==> config.mk <==
export PLATFORM = sky130hd
export DESIGN_NAME = avl_gpio_debounce_ctrl_flat
export DESIGN_NICKNAME = d
export VERILOG_FILES = /design/src/rtl/avl_gpio_debounce_ctrl_if.sv /design/src/rtl/avl_gpio_debounce_ctrl.sv /design/src/flat_wrapper.sv
export SDC_FILE = /design/constraint.sdc
export NUM_CORES = 1
export LEC_CHECK = 0
export ABC_AREA = 1
export BUFFER_PORTS_ARGS = -buffer_cell sky130_fd_sc_hd__buf_4
export CAP_MARGIN = 20
export CORE_MARGIN = 4
export CORE_UTILIZATION = 55
export DETAILED_ROUTE_END_ITERATION = 7
export PLACE_DENSITY_LB_ADDON = 0.15
export SYNTH_ARGS = -nofsm -noshare
export SYNTH_HDL_FRONTEND = slang
export SYNTH_SLANG_ARGS = --single-unit
==> constraint.sdc <==
create_clock -name CLK -period 2.95 [get_ports CLK]
set_input_delay 0.59 -clock CLK [delete_from_list [all_inputs] [get_ports CLK]]
set_output_delay 0.59 -clock CLK [all_outputs]
set_load 0.05 [all_outputs]
==> src/rtl/avl_gpio_debounce_ctrl_if.sv <==
// Avalon-MM slave bus bundle for avl_gpio_debounce_ctrl.
// The Nios II side drives through the master modport; the peripheral uses slave.
interface avl_gpio_debounce_ctrl_if;
    logic        AVL_CS;
    logic        AVL_READ;
    logic        AVL_WRITE;
    logic [2:0]  AVL_ADDR;
    logic [3:0]  AVL_BYTE_EN;
    logic [31:0] AVL_WRITEDATA;
    logic [31:0] AVL_READDATA;

    modport master (
        output AVL_CS, AVL_READ, AVL_WRITE, AVL_ADDR, AVL_BYTE_EN, AVL_WRITEDATA,
        input  AVL_READDATA
    );

    modport slave (
        input  AVL_CS, AVL_READ, AVL_WRITE, AVL_ADDR, AVL_BYTE_EN, AVL_WRITEDATA,
        output AVL_READDATA
    );
endinterface

==> src/rtl/avl_gpio_debounce_ctrl.sv <==
// Key/switch/LED peripheral: synchronised switches, debounced keys with press capture + IRQ, LED register.
// Define GPIO_RELEASE_EDGE_EN to also capture key releases in EDGE/MASK bits [2*NUM_KEYS-1:NUM_KEYS].
module avl_gpio_debounce_ctrl #(
    parameter int NUM_KEYS        = 2,
    parameter int SW_WIDTH        = 8,
    parameter int LED_WIDTH       = 8,
    parameter int DEBOUNCE_CYCLES = 500000
) (
    input  logic                   CLK,
    input  logic                   RESET,
    avl_gpio_debounce_ctrl_if.slave avl,
    input  logic [NUM_KEYS-1:0]    KEY_N,
    input  logic [SW_WIDTH-1:0]    SW,
    output logic [LED_WIDTH-1:0]   LED,
    output logic                   IRQ
);

`ifdef GPIO_RELEASE_EDGE_EN
    localparam int EW = 2 * NUM_KEYS;
`else
    localparam int EW = NUM_KEYS;
`endif
    localparam int            CW       = $clog2(DEBOUNCE_CYCLES);
    localparam logic [CW-1:0] CNT_LAST = CW'(DEBOUNCE_CYCLES - 1);

    logic [NUM_KEYS-1:0]  key_meta_q, key_meta_d, key_sync_q, key_sync_d;
    logic [SW_WIDTH-1:0]  sw_meta_q, sw_meta_d, sw_sync_q, sw_sync_d;
    logic [NUM_KEYS-1:0]  stable_q, stable_d, stable_dly_q, stable_dly_d;
    logic [CW-1:0]        cnt_q [NUM_KEYS];
    logic [CW-1:0]        cnt_d [NUM_KEYS];
    logic [EW-1:0]        cap_q, cap_d, mask_q, mask_d, evt;
    logic [LED_WIDTH-1:0] led_q, led_d;
    logic [31:0]          rdata_q, rdata_d;
    logic                 irq_q, irq_d;

    logic                 wr_en, rd_en;
    logic [31:0]          be_mask, wdata_m;
    logic [NUM_KEYS-1:0]  pressed;
    logic                 unused_wdata;

    assign wr_en        = avl.AVL_CS & avl.AVL_WRITE;
    assign rd_en        = avl.AVL_CS & avl.AVL_READ;
    assign be_mask      = {{8{avl.AVL_BYTE_EN[3]}}, {8{avl.AVL_BYTE_EN[2]}},
                           {8{avl.AVL_BYTE_EN[1]}}, {8{avl.AVL_BYTE_EN[0]}}};
    assign wdata_m      = avl.AVL_WRITEDATA & be_mask;
    assign unused_wdata = ^{wdata_m, be_mask};
    assign pressed      = ~key_sync_q;

    always_comb begin
        key_meta_d   = KEY_N;
        key_sync_d   = key_meta_q;
        sw_meta_d    = SW;
        sw_sync_d    = sw_meta_q;
        stable_dly_d = stable_q;
    end

    // A key must disagree with its stable state for DEBOUNCE_CYCLES consecutive cycles to flip.
    always_comb begin
        stable_d = stable_q;
        for (int k = 0; k < NUM_KEYS; k++) begin
            cnt_d[k] = '0;
            if (pressed[k] != stable_q[k]) begin
                if (cnt_q[k] == CNT_LAST) begin
                    stable_d[k] = pressed[k];
                end else begin
                    cnt_d[k] = cnt_q[k] + 1'b1;
                end
            end
        end
    end

    always_comb begin
        evt = '0;
        evt[NUM_KEYS-1:0] = stable_q & ~stable_dly_q;
`ifdef GPIO_RELEASE_EDGE_EN
        evt[EW-1:NUM_KEYS] = ~stable_q & stable_dly_q;
`endif
    end

    // Hardware capture is OR-ed in after the W1C so a same-cycle set survives the clear.
    always_comb begin
        cap_d  = cap_q;
        mask_d = mask_q;
        led_d  = led_q;
        if (wr_en) begin
            case (avl.AVL_ADDR)
                3'd2:    cap_d  = cap_q & ~wdata_m[EW-1:0];
                3'd3:    mask_d = (mask_q & ~be_mask[EW-1:0]) | wdata_m[EW-1:0];
                3'd4:    led_d  = (led_q & ~be_mask[LED_WIDTH-1:0]) | wdata_m[LED_WIDTH-1:0];
                3'd5:    led_d  = led_q ^ wdata_m[LED_WIDTH-1:0];
                default: ;
            endcase
        end
        cap_d = cap_d | evt;
    end

    always_comb begin
        rdata_d = rdata_q;
        if (rd_en) begin
            rdata_d = '0;
            case (avl.AVL_ADDR)
                3'd0:    rdata_d[SW_WIDTH-1:0]  = sw_sync_q;
                3'd1:    rdata_d[NUM_KEYS-1:0]  = stable_q;
                3'd2:    rdata_d[EW-1:0]        = cap_q;
                3'd3:    rdata_d[EW-1:0]        = mask_q;
                3'd4,
                3'd5:    rdata_d[LED_WIDTH-1:0] = led_q;
                default: ;
            endcase
        end
    end

    assign irq_d = |(cap_q & mask_q);

    always_ff @(posedge CLK) begin
        if (RESET) begin
            key_meta_q   <= '1;
            key_sync_q   <= '1;
            sw_meta_q    <= '0;
            sw_sync_q    <= '0;
            stable_q     <= '0;
            stable_dly_q <= '0;
            for (int k = 0; k < NUM_KEYS; k++) begin
                cnt_q[k] <= '0;
            end
            cap_q        <= '0;
            mask_q       <= '0;
            led_q        <= '0;
            rdata_q      <= '0;
            irq_q        <= 1'b0;
        end else begin
            key_meta_q   <= key_meta_d;
            key_sync_q   <= key_sync_d;
            sw_meta_q    <= sw_meta_d;
            sw_sync_q    <= sw_sync_d;
            stable_q     <= stable_d;
            stable_dly_q <= stable_dly_d;
            for (int k = 0; k < NUM_KEYS; k++) begin
                cnt_q[k] <= cnt_d[k];
            end
            cap_q        <= cap_d;
            mask_q       <= mask_d;
            led_q        <= led_d;
            rdata_q      <= rdata_d;
            irq_q        <= irq_d;
        end
    end

    assign avl.AVL_READDATA = rdata_q;
    assign LED              = led_q;
    assign IRQ              = irq_q;

endmodule

==> src/flat_wrapper.sv <==
// flat-port wrapper written by rule: the top's interface ports become plain ports
module avl_gpio_debounce_ctrl_flat 
#(
    parameter int NUM_KEYS        = 2,
    parameter int SW_WIDTH        = 8,
    parameter int LED_WIDTH       = 8,
    parameter int DEBOUNCE_CYCLES = 500000
)
  (CLK, RESET, KEY_N, SW, LED, IRQ, avl_AVL_CS, avl_AVL_READ, avl_AVL_WRITE, avl_AVL_ADDR, avl_AVL_BYTE_EN, avl_AVL_WRITEDATA, avl_AVL_READDATA);
  avl_gpio_debounce_ctrl_if avl_i ();
  input  logic CLK;
  input  logic RESET;
  input  logic [NUM_KEYS-1:0] KEY_N;
  input  logic [SW_WIDTH-1:0] SW;
  output logic [LED_WIDTH-1:0] LED;
  output logic IRQ;
  input wire logic [$bits(avl_i.AVL_CS)-1:0] avl_AVL_CS;
  input wire logic [$bits(avl_i.AVL_READ)-1:0] avl_AVL_READ;
  input wire logic [$bits(avl_i.AVL_WRITE)-1:0] avl_AVL_WRITE;
  input wire logic [$bits(avl_i.AVL_ADDR)-1:0] avl_AVL_ADDR;
  input wire logic [$bits(avl_i.AVL_BYTE_EN)-1:0] avl_AVL_BYTE_EN;
  input wire logic [$bits(avl_i.AVL_WRITEDATA)-1:0] avl_AVL_WRITEDATA;
  output wire logic [$bits(avl_i.AVL_READDATA)-1:0] avl_AVL_READDATA;
  assign avl_i.AVL_CS = avl_AVL_CS;
  assign avl_i.AVL_READ = avl_AVL_READ;
  assign avl_i.AVL_WRITE = avl_AVL_WRITE;
  assign avl_i.AVL_ADDR = avl_AVL_ADDR;
  assign avl_i.AVL_BYTE_EN = avl_AVL_BYTE_EN;
  assign avl_i.AVL_WRITEDATA = avl_AVL_WRITEDATA;
  assign avl_AVL_READDATA = avl_i.AVL_READDATA;
  avl_gpio_debounce_ctrl #(.NUM_KEYS(NUM_KEYS), .SW_WIDTH(SW_WIDTH), .LED_WIDTH(LED_WIDTH), .DEBOUNCE_CYCLES(DEBOUNCE_CYCLES)) u_core (.CLK(CLK), .RESET(RESET), .avl(avl_i), .KEY_N(KEY_N), .SW(SW), .LED(LED), .IRQ(IRQ));
endmodule
==> reports/results.ini <==
[hold_path]
hp-class=reg -> reg
hold_end=u_core.sw_sync_q[5]
min_from=u_core.sw_meta_q[5]
min_path_cells=2

[worst_setup_path]
ff2ff_path_depth=8
critPathMaxFanout=18
worstSetupStartpointType=flop
r2r-end=u_core.cnt_q[0][16]
reg2reg_from=u_core.cnt_q[0][0]
crit_type=reg -> reg
crit_required_ns=3.20
regToRegSetupSlack_ns=1.21
arrival_ns=1.99
crit_path_end_kind=flop

[power_and_ir_drop]
cellLeakagePower_uw=0.00173
power_density_nw_per_um2=495
p_sw_share_pct=28.8
seq_power_share_pct=53.8
finalPower_uw=2140
p_int_uw=1520
clockPowerShare_pct=36.9
p_comb_share_pct=9.3
power.switching_uw=614
ir_drop_mv=0.336

[synthesis]
yosysTopAreaCellShare_pct=43.3
yosys.area_share.simple_pct=32.7
synth_fa_ha_area_share_pct=0.652
synth_xor_area_share_pct=3.42
synth_top_family_by_area=simple AND/OR/NAND/NOR gates
yosysUniqueCellTypes=37
async_reset_ff_share_pct=0
synth_area_leaders=dfxtp_1 43%, nand2_1 11%, nor2_1 10%
synth.area.mux_share_pct=0
yosys.area.top_type=dfxtp_1
synth.avg_cell_area_sq_um=7.18
synth_seq_cells=83
yosys_warnings=0
synth_top_flop_cell=dfxtp_1
syn_area_sq_um=3840
ys_seq_area_share_pct=43.3
syn-instance-count=534
synth_compound_area_share_pct=7.40
synth_edf_count=0

[floorplanning]
start_util_pct=56.5
die_area_sq_um=8380
core_sq_um=6790
die_h_um=91.5
io_pins=95
die_w_um=91.5
rows=30

[sta]
finalSetupTns_ns=0
slew_headroom_pct=66.6
period_share_pct=59.0
fin_crit_ns=1.74
worstMarginPinSlew_ns=0.499
setup_violations=0
finalHoldViolations=0
clock_skew_ns=0.00777
timing.final.max_slew_violations=0
max_freq_mhz=575
rsz0062_at_grt=no
fin_hold_ws_ns=0.401

[cells_and_area]
drive_gt1_share_pct=13.4
diodes=0
area_delta_synth_final_pct=12.5
nNetsFinal=634
multiInputGateArea_sq_um=1780
regArea_sq_um=1660
fillers=627
fin_area_sq_um=4320

[drt]
ant_nets=0
via_per_inst=4.80
first_pass_iters=4
dr_total_vias=3261
drt_iter0_markers=147
routed_wl_um=7430
avgRoutedWirePerCell_um=10.9
route.detailed.drc=0

[placement]
io_buffers=43
place_hpwl_um=5430
placed_area_sq_um=4130
gp_congestion=0.848

[grt]
grt_pass1_wl_um=12700
top_usage_layer=met2
track_usage_pct=18.4
grtUsageMet1_pct=24.2
antenna_found_initial=0
grt_pass1_vias=2940
met3_usage_pct=3.48
overflow=0
grt_max_degree=28
use_met2_pct=29.2

[clock_tree]
cts_setup_buffers=0
cts-resized-gates=0
htree_levels=3
cts_buffers=9
ctsHoldBuffers=0
cts_num_sinks=83
clk_transition_reported_paths_ns=0.10
cts-root-buf=clkbuf_8
worstSkewPairLatency_ns=0.35
clockBufferDepth=2
tritoncts=done

[status]
status=complete, no violations

[flow_run]
cap_viol_max_count=0

[worst max-delay path: stages, from the launching register on]
cell,delay (ns)
dfxtp_1,0.40
ha_1,0.29
nand3_1,0.15
inv_1,0.19
nand3_1,0.13
nand2_2,0.28
inv_1,0.10
nand2_1,0.07
inv_1,0.03
[synthesized netlist by cell type (all sizes together) (4+ instances only)]
cell	n
or2	13
buf	29
a31oi	6
nand3	29
inv	61
xnor2	7
xor2	8
nor3	4
a21oi	15
o21ai	13
a22oi	8
clkbuf	5
nand4	15
dfxtp	83
nor2	110
nand2	117
[metal layers]
metal  vias to the layer above  share of wire (%)
met2                        83                 45
met5                         -                  0
li1                       1724                  -
met4                         0                1.3
met3                         8                5.3
met1                      1446                 48
[final cells by class]
cell class                 instances  area share (%)
clock buffer                       9            2.87
clock inverter                     7            1.51
inverter                          61            5.36
multi-input combinational        379            41.3
sequential                        83            38.5
tap                               96            2.78
timing repair buffer              44            7.65
[stage by stage]
step                std cells  setup WS [ns]  util [%]
floorplan                 557           1.51         -
global placement          663           1.22      60.8
detailed placement        663           1.20      60.8
CTS                       679           1.20      63.5
global route              679           1.02      63.5
finish                    679           1.21      63.5
[power by group through the flow]
| stage | clock network (uW) | logic, uW | registers, uW |
|---|---|---|---|
| global placement | 0 | 196 | 1180 |
| global route | 856 | 212 | 1150 |
| finish | 787 | 199 | 1150 |
| CTS | 812 | 198 | 1150 |
| floorplan | 0 | 145 | 1200 |
| detailed placement | 0 | 198 | 1180 |
[layout by cell type, fill, tap and decap left out, drive strengths merged, types with 2 or more instances in the layout]
cell type	netlist	layout
a31oi	6	6
or2	13	13
nor3	4	4
nand3	29	29
clkbuf	5	9
o21ai	13	13
a22oi	8	8
nand4	15	15
and2	2	2
xor2	8	8
xnor2	7	7
dfxtp	83	83
a21oi	15	15
buf	29	44
o32ai	2	2
o211ai	2	2
inv	61	67
nand2	117	117
ha	2	2
nor2	110	110
conb	1	24
[worst max path at each step]
stage	start	endpoint	slack (ns)	depth (start not counted)
global placement	u_core.cnt_q[0][0]	u_core.cnt_q[0][16]	1.22	8
finish	u_core.cnt_q[0][0]	u_core.cnt_q[0][16]	1.21	8
CTS	u_core.cnt_q[0][0]	u_core.cnt_q[0][15]	1.20	8
global route	u_core.cnt_q[0][0]	u_core.cnt_q[0][16]	1.02	8
detailed placement	avl_AVL_ADDR[2]	flop	1.20	8
floorplan	avl_AVL_CS	flop	1.51	6
[cell families after synthesis]
kind of cell | count (synthesis)
adders and majority gates | 2
and+or+nand+nor | 290
buffers and inverters | 95
DFF | 83
other | 1
xor gates and xnor gates | 15
AOI/OAI and AO/OA | 48
Note: power is estimated with default switching activity, not from simulation.
